**config.mk**
```make
export PLATFORM = sky130hd
export DESIGN_NAME = router_rd_sched
export DESIGN_NICKNAME = d
export VERILOG_FILES = /design/src/rtl/router_pkg.sv /design/src/rtl/router_rr_arb.sv /design/src/rtl/router_rd_sched.sv
export SDC_FILE = /design/constraint.sdc
export NUM_CORES = 1
export LEC_CHECK = 0
export ABC_AREA = 1
export CAP_MARGIN = 5
export CORE_AREA = 2 2 50 87
export CTS_CLUSTER_DIAMETER = 60
export DETAILED_ROUTE_END_ITERATION = 12
export DIE_AREA = 0 0 52 89
export GPL_TIMING_DRIVEN = 0
export PLACE_DENSITY = 0.73
export SLEW_MARGIN = 20
export SYNTH_ARGS = -nofsm -noshare
export SYNTH_HDL_FRONTEND = slang
export SYNTH_SLANG_ARGS = --single-unit
```
**constraint.sdc**
```tcl
create_clock -name clk -period 1.4 [get_ports clk]
set_input_delay 0.14 -clock clk [delete_from_list [all_inputs] [get_ports clk]]
set_output_delay 0.14 -clock clk [all_outputs]
set_load 0.02 [all_outputs]
```
**src/rtl/router_pkg.sv**
```systemverilog
// Shared types and constants for the router read scheduler: FSM states, header
// field layout and the default starvation timeout.
package router_pkg;

    typedef enum logic [2:0] {
        ST_IDLE     = 3'd0,
        ST_HDR_RD   = 3'd1,
        ST_HDR_WAIT = 3'd2,
        ST_BODY     = 3'd3,
        ST_LAST     = 3'd4,
        ST_ABORT    = 3'd5
    } rd_state_e;

    // Header byte: destination in the low bits, payload length above it.
    localparam int HDR_DEST_W  = 2;
    localparam int HDR_LEN_LSB = 2;
    localparam int HDR_LEN_W   = 6;

    localparam int TIMEOUT_CYCLES_DEFAULT = 30;

    // Reads still owed after the header: the payload bytes plus the parity byte.
    function automatic logic [6:0] hdr_remaining(input logic [7:0] hdr);
        return {1'b0, hdr[HDR_LEN_LSB +: HDR_LEN_W]} + 7'd1;
    endfunction

endpackage

```
**src/rtl/router_rr_arb.sv**
```systemverilog
// Three-request round-robin picker; the search starts at the port after the
// previous grant.
module router_rr_arb (
    input  logic [2:0] req,
    input  logic [1:0] last,
    output logic [1:0] gnt_idx,
    output logic       any
);

    // Rotate priority so the port following last is examined first.
    always_comb begin
        any     = |req;
        gnt_idx = 2'd0;
        case (last)
            2'd0: begin
                if (req[1])      gnt_idx = 2'd1;
                else if (req[2]) gnt_idx = 2'd2;
                else             gnt_idx = 2'd0;
            end
            2'd1: begin
                if (req[2])      gnt_idx = 2'd2;
                else if (req[0]) gnt_idx = 2'd0;
                else             gnt_idx = 2'd1;
            end
            default: begin
                if (req[0])      gnt_idx = 2'd0;
                else if (req[1]) gnt_idx = 2'd1;
                else             gnt_idx = 2'd2;
            end
        endcase
    end

endmodule

```
**src/rtl/router_rd_sched.sv**
```systemverilog
// Read scheduler merging three router output ports into one packet stream.
// Define ROUTER_RD_SCHED_PARITY_CHK_EN to check the trailing parity byte.
module router_rd_sched
    import router_pkg::*;
#(
    parameter int TIMEOUT_CYCLES = TIMEOUT_CYCLES_DEFAULT
) (
    input  logic       clk,
    input  logic       resetn,
    input  logic [2:0] valid_in,
    input  logic [7:0] data_in_0,
    input  logic [7:0] data_in_1,
    input  logic [7:0] data_in_2,
    output logic       read_enb_0,
    output logic       read_enb_1,
    output logic       read_enb_2,
    input  logic       sink_ready,
    output logic       m_valid,
    output logic [7:0] m_data,
    output logic       m_sop,
    output logic       m_eop,
    output logic [1:0] m_port,
    output logic       m_err,
    output logic       busy
);

    localparam int               CNT_W    = $clog2(TIMEOUT_CYCLES + 1);
    localparam logic [CNT_W-1:0] CNT_LAST = CNT_W'(TIMEOUT_CYCLES - 1);
    localparam logic [CNT_W-1:0] CNT_ONE  = CNT_W'(1);

    rd_state_e             state_r;
    rd_state_e             state_nxt_s;
    logic [HDR_DEST_W-1:0] port_r;
    logic [HDR_DEST_W-1:0] last_grant_r;
    logic [HDR_DEST_W-1:0] gnt_s;
    logic                  any_s;
    logic [6:0]            rem_r;
    logic [CNT_W-1:0]      starve_cnt_r;
    logic                  rd_prev_r;
    logic                  sel_valid_s;
    logic [7:0]            sel_data_s;
    logic                  rd_issue_s;
    logic                  starve_s;
    logic                  timeout_s;
    logic                  parity_bad_s;

    router_rr_arb u_arb (
        .req     (valid_in),
        .last    (last_grant_r),
        .gnt_idx (gnt_s),
        .any     (any_s)
    );

    // Route the granted port's status and data.
    always_comb begin
        case (port_r)
            2'd0:    begin sel_valid_s = valid_in[0]; sel_data_s = data_in_0; end
            2'd1:    begin sel_valid_s = valid_in[1]; sel_data_s = data_in_1; end
            2'd2:    begin sel_valid_s = valid_in[2]; sel_data_s = data_in_2; end
            default: begin sel_valid_s = 1'b0;        sel_data_s = 8'h00;     end
        endcase
    end

    // A read issues only when the port has data, the sink can take it, and bytes are still owed.
    always_comb begin
        case (state_r)
            ST_HDR_RD: rd_issue_s = sel_valid_s & sink_ready;
            ST_BODY:   rd_issue_s = sel_valid_s & sink_ready & (rem_r != 7'd0);
            default:   rd_issue_s = 1'b0;
        endcase
        starve_s  = (state_r == ST_BODY) & ~sel_valid_s;
        timeout_s = starve_s & (starve_cnt_r == CNT_LAST);
    end

    // State register.
    always_ff @(posedge clk) begin
        if (!resetn) state_r <= ST_IDLE;
        else         state_r <= state_nxt_s;
    end

    // Next-state logic.
    always_comb begin
        state_nxt_s = state_r;
        case (state_r)
            ST_IDLE:     state_nxt_s = any_s ? ST_HDR_RD : ST_IDLE;
            ST_HDR_RD:   state_nxt_s = rd_issue_s ? ST_HDR_WAIT : ST_HDR_RD;
            ST_HDR_WAIT: state_nxt_s = ST_BODY;
            ST_BODY: begin
                if (timeout_s)                         state_nxt_s = ST_ABORT;
                else if (rd_issue_s && rem_r == 7'd1)  state_nxt_s = ST_LAST;
                else                                   state_nxt_s = ST_BODY;
            end
            ST_LAST:     state_nxt_s = ST_IDLE;
            ST_ABORT:    state_nxt_s = ST_IDLE;
            default:     state_nxt_s = ST_IDLE;
        endcase
    end

    // Outputs decoded from the state; body data passes straight through from the port.
    always_comb begin
        m_valid = 1'b0;
        m_sop   = 1'b0;
        m_eop   = 1'b0;
        m_err   = 1'b0;
        case (state_r)
            ST_HDR_WAIT: begin m_valid = 1'b1; m_sop = 1'b1; end
            ST_BODY:     m_valid = rd_prev_r;
            ST_LAST:     begin m_valid = 1'b1; m_eop = 1'b1; m_err = parity_bad_s; end
            ST_ABORT:    begin m_eop = 1'b1; m_err = 1'b1; end
            default:     m_valid = 1'b0;
        endcase
        m_data     = m_valid ? sel_data_s : 8'h00;
        read_enb_0 = rd_issue_s & (port_r == 2'd0);
        read_enb_1 = rd_issue_s & (port_r == 2'd1);
        read_enb_2 = rd_issue_s & (port_r == 2'd2);
        busy       = (state_r != ST_IDLE);
        m_port     = port_r;
    end

    // Grant, remaining-byte count, starvation counter and read pipeline flag.
    always_ff @(posedge clk) begin
        if (!resetn) begin
            port_r       <= 2'd0;
            last_grant_r <= 2'd2;
            rem_r        <= 7'd0;
            starve_cnt_r <= '0;
            rd_prev_r    <= 1'b0;
        end else begin
            rd_prev_r <= (state_r == ST_BODY) & rd_issue_s;
            case (state_r)
                ST_IDLE:     if (any_s) port_r <= gnt_s;
                ST_HDR_WAIT: rem_r <= hdr_remaining(sel_data_s);
                ST_BODY:     if (rd_issue_s) rem_r <= rem_r - 7'd1;
                ST_LAST:     last_grant_r <= port_r;
                ST_ABORT:    last_grant_r <= port_r;
                default:     rem_r <= rem_r;
            endcase
            // Back-pressure with data present neither counts nor clears.
            if (state_r != ST_BODY)  starve_cnt_r <= '0;
            else if (!sel_valid_s)   starve_cnt_r <= starve_cnt_r + CNT_ONE;
            else if (sink_ready)     starve_cnt_r <= '0;
            else                     starve_cnt_r <= starve_cnt_r;
        end
    end

`ifdef ROUTER_RD_SCHED_PARITY_CHK_EN
    logic [7:0] acc_r;

    // XOR of header and payload bytes, compared with the parity byte in LAST.
    always_ff @(posedge clk) begin
        if (!resetn)                                acc_r <= 8'h00;
        else if (state_r == ST_HDR_WAIT)            acc_r <= sel_data_s;
        else if (state_r == ST_BODY && rd_prev_r)   acc_r <= acc_r ^ sel_data_s;
        else                                        acc_r <= acc_r;
    end

    assign parity_bad_s = (acc_r != sel_data_s);
`else
    assign parity_bad_s = 1'b0;
`endif

endmodule

```
Word-level counts from Yosys, hierarchy flattened --
Cells that the tools add are included.
Storage, ports and cells: output and inout bits 18, register bits after elaboration 20, logic and storage cells 69, input bits 30
Cells by class: reduce and logical (&&, ||, !) cells 13, add/subtract/negate cells 3, bitwise operators 10, muxes and demuxes 24, eq/ne operators 13
Operators with widths (number):
- case mux 8 bit (3 select lines) | 1
- case mux 7 bit (2 select lines) | 1
- 2-to-1 mux 2 bit | 6
- case mux 3 bit (4 select lines) | 1
- 2-to-1 mux 5 bit | 2
- AND 1 bit | 8
- 2-to-1 mux 8 bit | 1
- adder 6 x 1 -> 7 bit, second input constant | 1
- == test 7 x 1 -> 1 bit, second input constant | 1
- 2-to-1 mux 7 bit | 1
- nonzero test 7 bit | 1
- subtractor 7 x 1 -> 7 bit, second input constant | 1
- == test 3 x 2 -> 1 bit, second input constant | 2
- == test 3 bit, second input constant | 2
- 2-to-1 mux 3 bit | 2
- OR reduction 2 bit | 3
- adder 5 x 1 -> 5 bit, second input constant | 1
- == test 5 bit, second input constant | 1
- 2-to-1 mux 1 bit | 5
- == test 2 x 1 -> 1 bit, second input constant | 2
- logical NOT 2 bit | 2
- inequality test 2 bit, second input constant | 2
- case mux 1 bit (2 select lines) | 2
- case mux 2 bit (2 select lines) | 1
- other kinds (11) | 13

Longest topological paths before layout --
depth in word-level cells 9, mapped depth 11, mapped depth without buffers 11

Hierarchy --
Synthesis repeated with hierarchy kept, for this count alone.
Second synthesis, totals: cells, all modules 260, area total of the unflattened synthesis 1579.0 µm²
Modules (own cells, without submodules):
- router_rd_sched | times used 1, area an instance 1512.7 µm², seq. area each 400.4 µm², cells an instance 244
- router_rr_arb | times used 1, area an instance 66.3 µm², seq. area each 0.0 µm², cells an instance 16

Worst setup path after synthesis --
Ideal clock, no wire load.
path type reg-to-output, start point register port_r[0] (netlist: m_port[0]), end point output port read_enb_0, cell stages (with the launch flop) 8, arrival 1.614 ns, slack -0.354 ns, path through dfxtp_1 -> buf_6 -> nand3_4 -> nand3_4 -> nand2_1 -> inv_2 -> nand2_1 -> nor3_1
Between the ends: cells in the longest elaborated chain, start to end 6, elaborated cells on any way between the ends 8, classes of those cells 2 x eq/ne; 2 x mux; 3 x bitwise; 1 x reduce/logical
RTL lines:
- start, declared | RTL line router_rd_sched.sv:33 | logic [HDR_DEST_W-1:0] port_r;
- start signal, assigned | RTL line router_rd_sched.sv:131 | ST_IDLE: if (any_s) port_r <= gnt_s;
- == test 2 bit (tied with other cells) | RTL line router_rd_sched.sv:56 | case (port_r)
- case mux 1 bit (3 select lines) | RTL line router_rd_sched.sv:56
- AND 1 bit | RTL line router_rd_sched.sv:67, router_rd_sched.sv:68
- AND 1 bit | RTL line router_rd_sched.sv:68 | ST_BODY: rd_issue_s = sel_valid_s & sink_ready & (rem_r != 7'd0);
- case mux 1 bit (2 select lines) | RTL line router_rd_sched.sv:66 | case (state_r)
- AND 1 bit * | RTL line router_rd_sched.sv:113 | read_enb_0 = rd_issue_s & (port_r == 2'd0);
- end, declared | RTL line router_rd_sched.sv:14 | output logic read_enb_0,
Mark *: on every way between the ends. The rest lies on a longest branch, timed or not.

Worst setup path in the final report --
start point register port_r[0] (netlist: m_port[0]), end point output port read_enb_1
Between the ends: cells in the longest elaborated chain, start to end 6, elaborated cells on any way between the ends 8, classes of those cells 2 x eq/ne; 2 x mux; 3 x bitwise; 1 x reduce/logical
RTL lines:
- == test 2 bit (tied with other cells) | RTL line router_rd_sched.sv:56
- case mux 1 bit (3 select lines) | RTL line router_rd_sched.sv:56
- AND 1 bit | RTL line router_rd_sched.sv:67, router_rd_sched.sv:68
- AND 1 bit | RTL line router_rd_sched.sv:68
- case mux 1 bit (2 select lines) | RTL line router_rd_sched.sv:66
- AND 1 bit * | RTL line router_rd_sched.sv:114 | read_enb_1 = rd_issue_s & (port_r == 2'd1);
- end, declared | RTL line router_rd_sched.sv:15 | output logic read_enb_1,
Marked as above.

==> out/metrics.yaml <==
grt_max_degree: 13
via_count: 2148
num_antenna_cells: 0
hold_start: "starve_cnt_r[4]"
worst-path-max-fanout: 4
place_area_mm2: 0.002206
area_growth_syn_to_layout_pct: 88.62
grt_pass1_wl_um: 8514
synth.top_cell.area_share: 0.2530
chipHeight_um: 89
grt_pass1_vias: 1972
cts_max_level: 1
rsz0062_at_grt: "true"
core-area_mm2: 0.003866
synth_cell_types: 32
switchingPower_mw: 1.215
firstDrtPassIters: 4
r2r-start: "m_port[0]"
num-nets-final: 367
combinationalPowerShare: 0.575
root_buffer: "clkbuf_8"
synth_area_leaders: "dfxtp_1 (25%), nand2_1 (13%), nand3_1 (7.3%)"
max_slew.worst_pin.slew_ps: 415.6
numCtsBuffers: 3
hold_viol: 0
postSynthAreaPerCell_um2: 6.487
p_int_mw: 1.771
clock.fmax_mhz: 584.5
postSynthCellCount: 244
utilization: 0.7722
yosys.area.top_type: "dfxtp_1"
hpwl_um: 3518
synth-seq-area-share: 0.2530
tritoncts: "done"
p_sw_frac: 0.4069
worst_slack_ps: -310.9
finalCritPeriodShare: 1.222
drive_gt1_frac: 0.4773
top_level_ports: 48
antenna_left: 0
die_area_mm2: 0.004628
synthArstFlopShare: 0
gp_congestion: 0.8331
setup_viol_count_final: 21
synth-seq-cells: 20
powerDensity_mw_per_mm2: 1000
grt.total_usage: 0.2395
status: "finished with violations"
fin_crit_ps: 1711
hold_class: "register to register"
path_class: "register to output pin"
skew_ps: 7.837
synth_edf_count: 0
seq_power_share: 0.226
syn_nets: 279
finalMaxSlewViolations: 0
io_buffers: 47
holdWs_ps: 505.3
leakage_nw: 1.231
worstSetupStartpoint: "m_port[0]"
violations: "setup timing"
fin_area_mm2: 0.002985
finalSetupTns_ps: -3849
clkLatencyLatePin_ps: 270
initial_utilization: 0.4094
endpoint_kind: "output pin"
clockBufferDepth: 2
critPathRequiredTime_ps: 1260
drtIter0Drc: 77
power_frac_clock: 0.199
via_per_inst: 5.668
max-cap-violations: 0
rows: 30
routed_wl_um: 6656
cts_hold_buf: 0
grt-ovfl-total: 0
irDropWorstVdd_mv: 1.124
die_w_um: 52
crit_arrival_ps: 1570
drc: 0
yosys_warnings: 0
startpoint_type: "register"
path_clk_slew_ps: 80
grt_antenna_before_repair: 0
ys_top_cells_by_count: "nand2_1 (55), nor2_1 (27), inv_1 (26)"
maxSlewHeadroom: 0.7223
wl_per_cell_um: 17.56
synth_ff_type: "dfxtp_1"
cts.sinks: 20
synth_area_mm2: 0.001583
synth.most_common_cell: "nand2_1"
## layout by cell type, fill, tap and decap left out, types with 5 or more instances in the layout
master / instances
a21oi_1: 10
buf_4: 26
buf_6: 21
clkdlybuf4s50_1: 29
dfxtp_1: 12
dfxtp_2: 5
inv_1: 18
inv_4: 8
nand2_1: 35
nand2_2: 13
nand2_4: 8
nand3_1: 13
nand3_2: 12
nand3_4: 8
nor2_1: 18
nor2_2: 6
nor2_4: 9
o21ai_0: 12
## power by group through the flow
| stage | combinational [mW] | sequential [mW] | clock [mW] |
|---|---|---|---|
| floorplan | 0.662 | 0.674 | 0 |
| global placement | 0.964 | 0.669 | 0 |
| detailed placement | 0.974 | 0.669 | 0 |
| CTS | 1.41 | 0.667 | 0.594 |
| global route | 1.81 | 0.679 | 0.615 |
| finish | 1.72 | 0.674 | 0.593 |
## flip-flops by register name (all words and copies together), names as in the netlist
signal and count:
rem_r 7, state_r 3, last_grant_r 2, m_port 2, starve_cnt_r 5, rd_prev_r 1
## layer usage
layer / track usage / vias up / share of wire
met2: 0.4868 / 116 / 0.55
met4: 0.1029 / 0 / 0.051
li1: - / 998 / -
met5: 0 / - / 0
met3: 0.02843 / 36 / 0.056
met1: 0.2277 / 998 / 0.34
## timing repair
action / CTS / global route
buffers inserted: 31 / 6
resized for setup: 147 / 58
setup endpoints to repair: 33 / 30
pin swaps: 26 / 26
## worst max-delay path: stages (launching register included)
cell and delay [ps]:
dfxtp_4 390, nor2_4 160, nand2_2 90, nand3_4 120, nand2_4 80, inv_4 80
nand2_4 80, nor3_4 160, buf_6 150
## per-stage QoR
| stage | total power, mW | instances | setup slack (ps) |
|---|---|---|---|
| 2_1_floorplan | 1.335 | 244 | -65.73 |
| 3_3_place_gp | 1.633 | 339 | -764.2 |
| 3_5_place_dp | 1.643 | 339 | -766.9 |
| 4_1_cts | 2.676 | 374 | -228.1 |
| 5_1_grt | 3.107 | 379 | -372.5 |
| 6_report | 2.986 | 379 | -310.9 |
## cells by family (layout without fill, tap and decap cells)
logic type | Yosys count | after routing | share of synthesized area
AND/OR/NAND/NOR | 139 | 139 | 0.4474
buffers and inverters | 34 | 121 | 0.09011
AO/OA/AOI/OAI | 45 | 45 | 0.1644
adder cells (fa/ha/maj) | 5 | 5 | 0.03953
flip-flops | 20 | 20 | 0.2530
XOR/XNOR | 1 | 1 | 0.005535
## cell type report
type	instances	area, um^2
sequential	20	417.9
fill	244	880.8
clock inverter	1	30.03
buffer	2	40.04
clock buffer	3	41.29
tap	48	60.06
inverter	32	152.6
multi-input combinational	190	1461
timing repair buffer	83	782.0
## final timing paths
kind,end,slack (ps),cells past startpoint
setup / recovery,read_enb_1,-310,8
hold / removal,starve_cnt_r[4],510,2
setup reg to reg,rem_r[4],-270,11
hold reg to reg,starve_cnt_r[4],510,2
Power figures use the tool's default switching activity.
